## config.mk

```make
export PLATFORM = sky130hd
export DESIGN_NAME = gasid_feature_loader
export DESIGN_NICKNAME = d
export VERILOG_FILES = /design/src/rtl/gasid_feature_loader.sv
export SDC_FILE = /design/constraint.sdc
export NUM_CORES = 1
export LEC_CHECK = 0
export BUFFER_PORTS_ARGS = -buffer_cell sky130_fd_sc_hd__buf_4
export CAP_MARGIN = 20
export CORE_AREA = 5 5 213 215
export CTS_CLUSTER_DIAMETER = 50
export DETAILED_ROUTE_END_ITERATION = 8
export DIE_AREA = 0 0 218 220
export PLACE_DENSITY = 0.76
export SYNTH_ARGS = -nofsm -noshare
export SYNTH_HDL_FRONTEND = slang
export SYNTH_SLANG_ARGS = --single-unit
```

## constraint.sdc

```tcl
create_clock -name clk -period 2.2 [get_ports clk]
set_clock_uncertainty 0.1 [all_clocks]
set_input_delay 0.22 -clock clk [delete_from_list [all_inputs] [get_ports clk]]
set_output_delay 0.22 -clock clk [all_outputs]
set_load 0.005 [all_outputs]
```

## src/rtl/gasid_feature_loader.sv

```systemverilog
// Streams a feature vector into a register bank, lets a combinational
// classifier settle, then captures and hands off its prediction.
//
// Ports:
//   clk, rst_n              clock, async active-low reset
//   s_valid/s_ready/s_data/s_last   feature beat stream in
//   features                registered vector to the classifier
//   prediction_in           classifier result
//   m_valid/m_ready/m_class result handshake out
//   err_len                 one-cycle framing error pulse
//   err_class               prediction out of range (with m_valid)
//   frames_done             completed result handshakes (wraps)
module gasid_feature_loader #(
  parameter int FEAT_CNT   = 128,
  parameter int FEAT_BITS  = 4,
  parameter int CLASS_CNT  = 6,
  parameter int LANE_BITS  = 16,
  parameter int SETTLE_CYC = 4,
  localparam int FW = FEAT_CNT * FEAT_BITS,
  localparam int CW = (CLASS_CNT > 1) ? $clog2(CLASS_CNT) : 1
) (
  input  logic                 clk,
  input  logic                 rst_n,
  input  logic                 s_valid,
  output logic                 s_ready,
  input  logic [LANE_BITS-1:0] s_data,
  input  logic                 s_last,
  output logic [FW-1:0]        features,
  input  logic [CW-1:0]        prediction_in,
  output logic                 m_valid,
  input  logic                 m_ready,
  output logic [CW-1:0]        m_class,
  output logic                 err_len,
  output logic                 err_class,
  output logic [15:0]          frames_done
);

  localparam int BEATS = FW / LANE_BITS;
  localparam int BW = (BEATS > 1) ? $clog2(BEATS) : 1;

  typedef enum logic [1:0] {
    LOAD,
    SETTLE,
    OUT
  } state_t;

  state_t        state;
  logic [BW-1:0] beat_cnt;
  logic [7:0]    settle_cnt;
  logic [15:0]   done_cnt;

  logic accept;
  logic last_beat;

  assign accept      = s_valid && s_ready;
  assign last_beat   = (beat_cnt == BW'(BEATS - 1));
  assign frames_done = done_cnt;

  always_ff @(posedge clk or negedge rst_n) begin
    if (!rst_n) begin
      state      <= LOAD;
      s_ready    <= 1'b0;
      m_valid    <= 1'b0;
      m_class    <= '0;
      err_len    <= 1'b0;
      err_class  <= 1'b0;
      done_cnt   <= '0;
      features   <= '0;
      beat_cnt   <= '0;
      settle_cnt <= '0;
    end else begin
      err_len <= 1'b0;
      unique case (state)
        LOAD: begin
          s_ready <= 1'b1;
          if (accept) begin
            for (int i = 0; i < BEATS; i++) begin
              if (beat_cnt == BW'(i)) begin
                features[i*LANE_BITS +: LANE_BITS] <= s_data;
              end
            end
            if (last_beat) begin
              // Full length reached: proceed even if s_last missing.
              beat_cnt   <= '0;
              settle_cnt <= '0;
              s_ready    <= 1'b0;
              state      <= SETTLE;
              err_len    <= !s_last;
            end else if (s_last) begin
              // Short frame: drop it and restart the count.
              beat_cnt <= '0;
              err_len  <= 1'b1;
            end else begin
              beat_cnt <= beat_cnt + 1'b1;
            end
          end
        end
        SETTLE: begin
          if (settle_cnt == 8'(SETTLE_CYC - 1)) begin
            settle_cnt <= '0;
            m_class    <= prediction_in;
            err_class  <= (32'(prediction_in) >= CLASS_CNT);
            m_valid    <= 1'b1;
            state      <= OUT;
          end else begin
            settle_cnt <= settle_cnt + 8'd1;
          end
        end
        OUT: begin
          if (m_ready) begin
            m_valid   <= 1'b0;
            err_class <= 1'b0;
            done_cnt  <= done_cnt + 16'd1;
            s_ready   <= 1'b1;
            state     <= LOAD;
          end
        end
        default: state <= LOAD;
      endcase
    end
  end

endmodule

```

==> summary.md <==
| Metric | Value |
|---|---|
| Worst-Margin Slew | `between 0.7 and 0.8 ns` |
| Core area | `0.0435 sq mm` |
| Post-layout nets | `1,959` |
| Switch share | `24.6%` |
| Mux share of post-synthesis cell area | `27.6%` |
| Layout cell share with drive strength beyond 1 | `63.9%` |
| Met2 wire length | `31,100 um` |
| Status | `complete, no violations` |
| Crit Path Max Fanout | `11` |
| Die height | `220 um` |
| Via count | `13,600` |
| Vias in the first global route | `14,200` |
| Post-synth EDFFs | `0` |
| Post-route ant nets | `0` |
| H-tree depth | `2` |
| Register area share after synthesis | `around 65%` |
| Critical path class | `flop to flop` |
| F_max | `473 MHz` |
| Leakage | `14.9 nW` |
| Worst path max stage delay | `0.62 ns` |
| Ys async rst share | `between 90% and 100%` |
| Count of cell types in the netlist | `47` |
| Reg-to-reg setup timing slack | `0.09 ns` |
| Largest family of logic cells by synthesized area | `multiplexers` |
| Post-Synth Adder-Cell Area | `0.528%` |
| R2R Path Start | `settle_cnt[0]` |
| Gr usage total | `25.2%` |
| Tightest Hold Check Type | `primary input to async pin` |
| Initial antenna violation count | `1` |
| Cell taking the most area after synthesis | `dfrtp_1` |
| Clock Path Buffers | `3` |
| DR vias/cell | `roughly 5.3` |
| Sequential share of power | `47.4%` |
| First-pass GRT wire length | `92,000 um` |
| Commonest cells after routing, fill and taps aside | `581 x buf_4, 550 x dfrtp_1, 496 x mux2_2, 53 x clkbuf_16, 37 x buf_12` |
| Total gr overflow | `0` |
| Yosys reg bits | `550` |
| Reg2reg end | `settle_cnt[5]` |
| Slew margin rel. | `48.3%` |
| Met1 Wirelength | `25,100 um` |
| Worst EP arrival | `2.51 ns` |
| Num CTS Buffers | `53` |
| Length of routed met3 wiring | `3780 um` |
| Final hold violations | `0` |
| Setup ws final | `0.0880 ns` |
| Synth Area in Compound Gates | `less than 1%` |
| Root Buffer | `clkbuf_16` |
| Dpl ws | `0.0491 ns` |
| P&R area growth vs syn | `33.6%` |
| Die X | `218 um` |
| P_int | `19.3 mW` |
| CTS tree | `built` |
| Max Slew Vio Count | `0` |
| Synth Area in XOR/XNOR | `less than 1%` |
| CP max-delay cell | `a21oi_1` |
| Syn nets | `around 1,400` |
| Setup crit end kind | `flop` |
| Synth Flop Type | `dfrtp_1` |
| VDD IR max | `approximately 700 uV` |
| Num ports | `roughly 560` |
| Row count | `slightly below 80` |
| Ys Warns | `0` |
| Clock transition at the registers of the reported paths | `0.06 ns` |
| Mapped Area | `about 0.021 sq mm` |
| CP startpoint kind | `flop` |
| Worst-Skew Late Latency | `0.58 ns` |
| Die area | `0.0480 sq mm` |
| HPWL after DPL | `about 44,000 um` |
| Initial Util | `49.0%` |
| # DRC | `0` |
| GPL Wtd Cong | `0.840` |
| Max-capacitance violation count | `0` |
| Detailed router's first-iteration violation count | `741` |
| Setup TNS | `0 ns` |
| Routed len/inst | `24.5 um` |
| Post-layout min period | `2.11 ns` |
| Commonest non-fill, non-tap cell in the layout | `buf_4` |
| Cell family contributing the most delay on the critical path | `compound AO/OA/AOI/OAI gates` |
| Combinational power share | `between 10% and 20%` |
| Clock sink count | `550` |
| PwrDens | `about 900 mW/mm^2` |
| Buffers added on ports | `558` |
| Top cells by area, synth | `dfrtp_1 65%, mux2_2 26%, mux2_4 1.4%, clkbuf_1 0.91%, buf_4 0.67%` |
| Gate Count Post-Synth | `~1,300` |
| Reg2reg path depth | `5` |
| Highest routed metal layer | `met4` |
| Worst Path Buf+Inv | `0` |
| N_diodes | `0` |
| Critical Path RT | `2.60 ns` |
| Maximum number of pins on one net before global-route repair | `78` |
| CP cell instances | `ha_1, nor4b_1, a21oi_1, o21ai_0, a31oi_1` |
| Post-Route WL | `~62,000 um` |
| Pre-Repair DR Iteration Count | `5` |
| Share of the synthesized area in the top cell type | `64.5%` |
| Post-Syn Area per Cell | `15.9 sq um` |
| Clock network power share | `35.4%` |
| Unrepaired setup endpoints after global routing | `no` |
| Synth Area in Simple Gates | `between 3 and 4%` |
| Final cycle utilization of the critical path | `96.0%` |
| P_sw | `approximately 6.3 mW` |
| Finish-stage setup viols | `0` |
## synthesized netlist by cell type, types with 10 or more instances
cell,n
dfrtp_1,550
mux2_2,496
buf_2,17
buf_4,19
nand2_1,18
clkbuf_1,52
o21ai_0,10
mux2_4,20
nand3_1,17
nor2_1,12
xnor2_1,12
nand2_2,13
nor2_2,12
## sequential cells by signal (all words and copies together) (netlist names)
name         flops
err_class        1
settle_cnt       8
s_ready          1
frames_done     16
err_len          1
features       512
m_class          3
beat_cnt         5
m_valid          1
state            2
## power groups by stage
stage / Clock, mW / Combinational [mW] / Sequential, mW
2_1_floorplan: 0 / 1.39 / 12.3
3_3_place_gp: 0 / 4.34 / 12.2
3_5_place_dp: 0 / 4.46 / 12.3
4_1_cts: 9.22 / 4.49 / 12.1
5_1_grt: 9.68 / 4.69 / 12.3
6_report: 9.06 / 4.41 / 12.1
## how the worst max path moves through the flow
stage                              from  cells after the start  slack (ns)             to
after floorplan             beat_cnt[0]                      8        0.16  features[134]
after global placement      beat_cnt[1]                      7        0.09  features[195]
after detailed placement    beat_cnt[1]                      7        0.05  features[193]
after CTS                   beat_cnt[1]                      7        0.04  features[193]
after global routing      settle_cnt[0]                      5       0.005  settle_cnt[5]
final                     settle_cnt[0]                      5        0.09  settle_cnt[5]
## metal layers
metal  vias up  GRT usage [%]
met5         -              0
li1       5875              -
met1      7139           32.1
met2       427           42.4
met4         0           9.86
met3       136           5.89
## kinds of logic (layout without fill, tap and decap cells)
group	count (synthesis)	count (layout)
fa+ha+maj	9	9
mux	517	517
flops	550	550
xor+xnor	16	16
simple gates	119	119
buf+inv	101	724
compound gates	28	28
## per-stage QoR
stage | instances | utilization [%] | hold slack [ns] | cell area [sq um] | total power [mW]
2_1_floorplan | 1340 | - | -0.176 | 21300 | 13.7
4_1_cts | 2554 | 65.4 | 0.0842 | 28500 | 25.8
3_5_place_dp | 2455 | 61.3 | 0.117 | 26700 | 16.8
6_report | 2555 | 65.4 | 0.103 | 28500 | 25.6
5_1_grt | 2555 | 65.4 | 0.0967 | 28500 | 26.6
3_3_place_gp | 2455 | 61.3 | 0.116 | 26700 | 16.6
## timing repair
item / in CTS / in global routing
hold buffers: 7 / 0
endpoints found under the setup margin: 0 / 4
gates resized for setup: 0 / 3
setup buffers: 0 / 1
hold endpoints to repair: 459 / 0
## cell type report
type	count	area, sq um
Fill cell	3219	15000
Clock inverter	18	225
Inverter	6	22.5
Multi-Input combinational cell	689	7070
Clock buffer	74	1500
Timing Repair Buffer	626	5190
Tap cell	592	741
Sequential cell	550	13800
## worst reg2reg max path: cells and delay by family, from the launching register on
| kind | cells | cell delay (ns) |
|---|---|---|
| flip-flops | 1 | 0.43 |
| AND/OR/NAND/NOR | 1 | 0.18 |
| AO/OA/AOI/OAI | 3 | 1.05 |
| adder cells (fa/ha/maj) | 1 | 0.27 |
(Power assumes the default switching activity.)
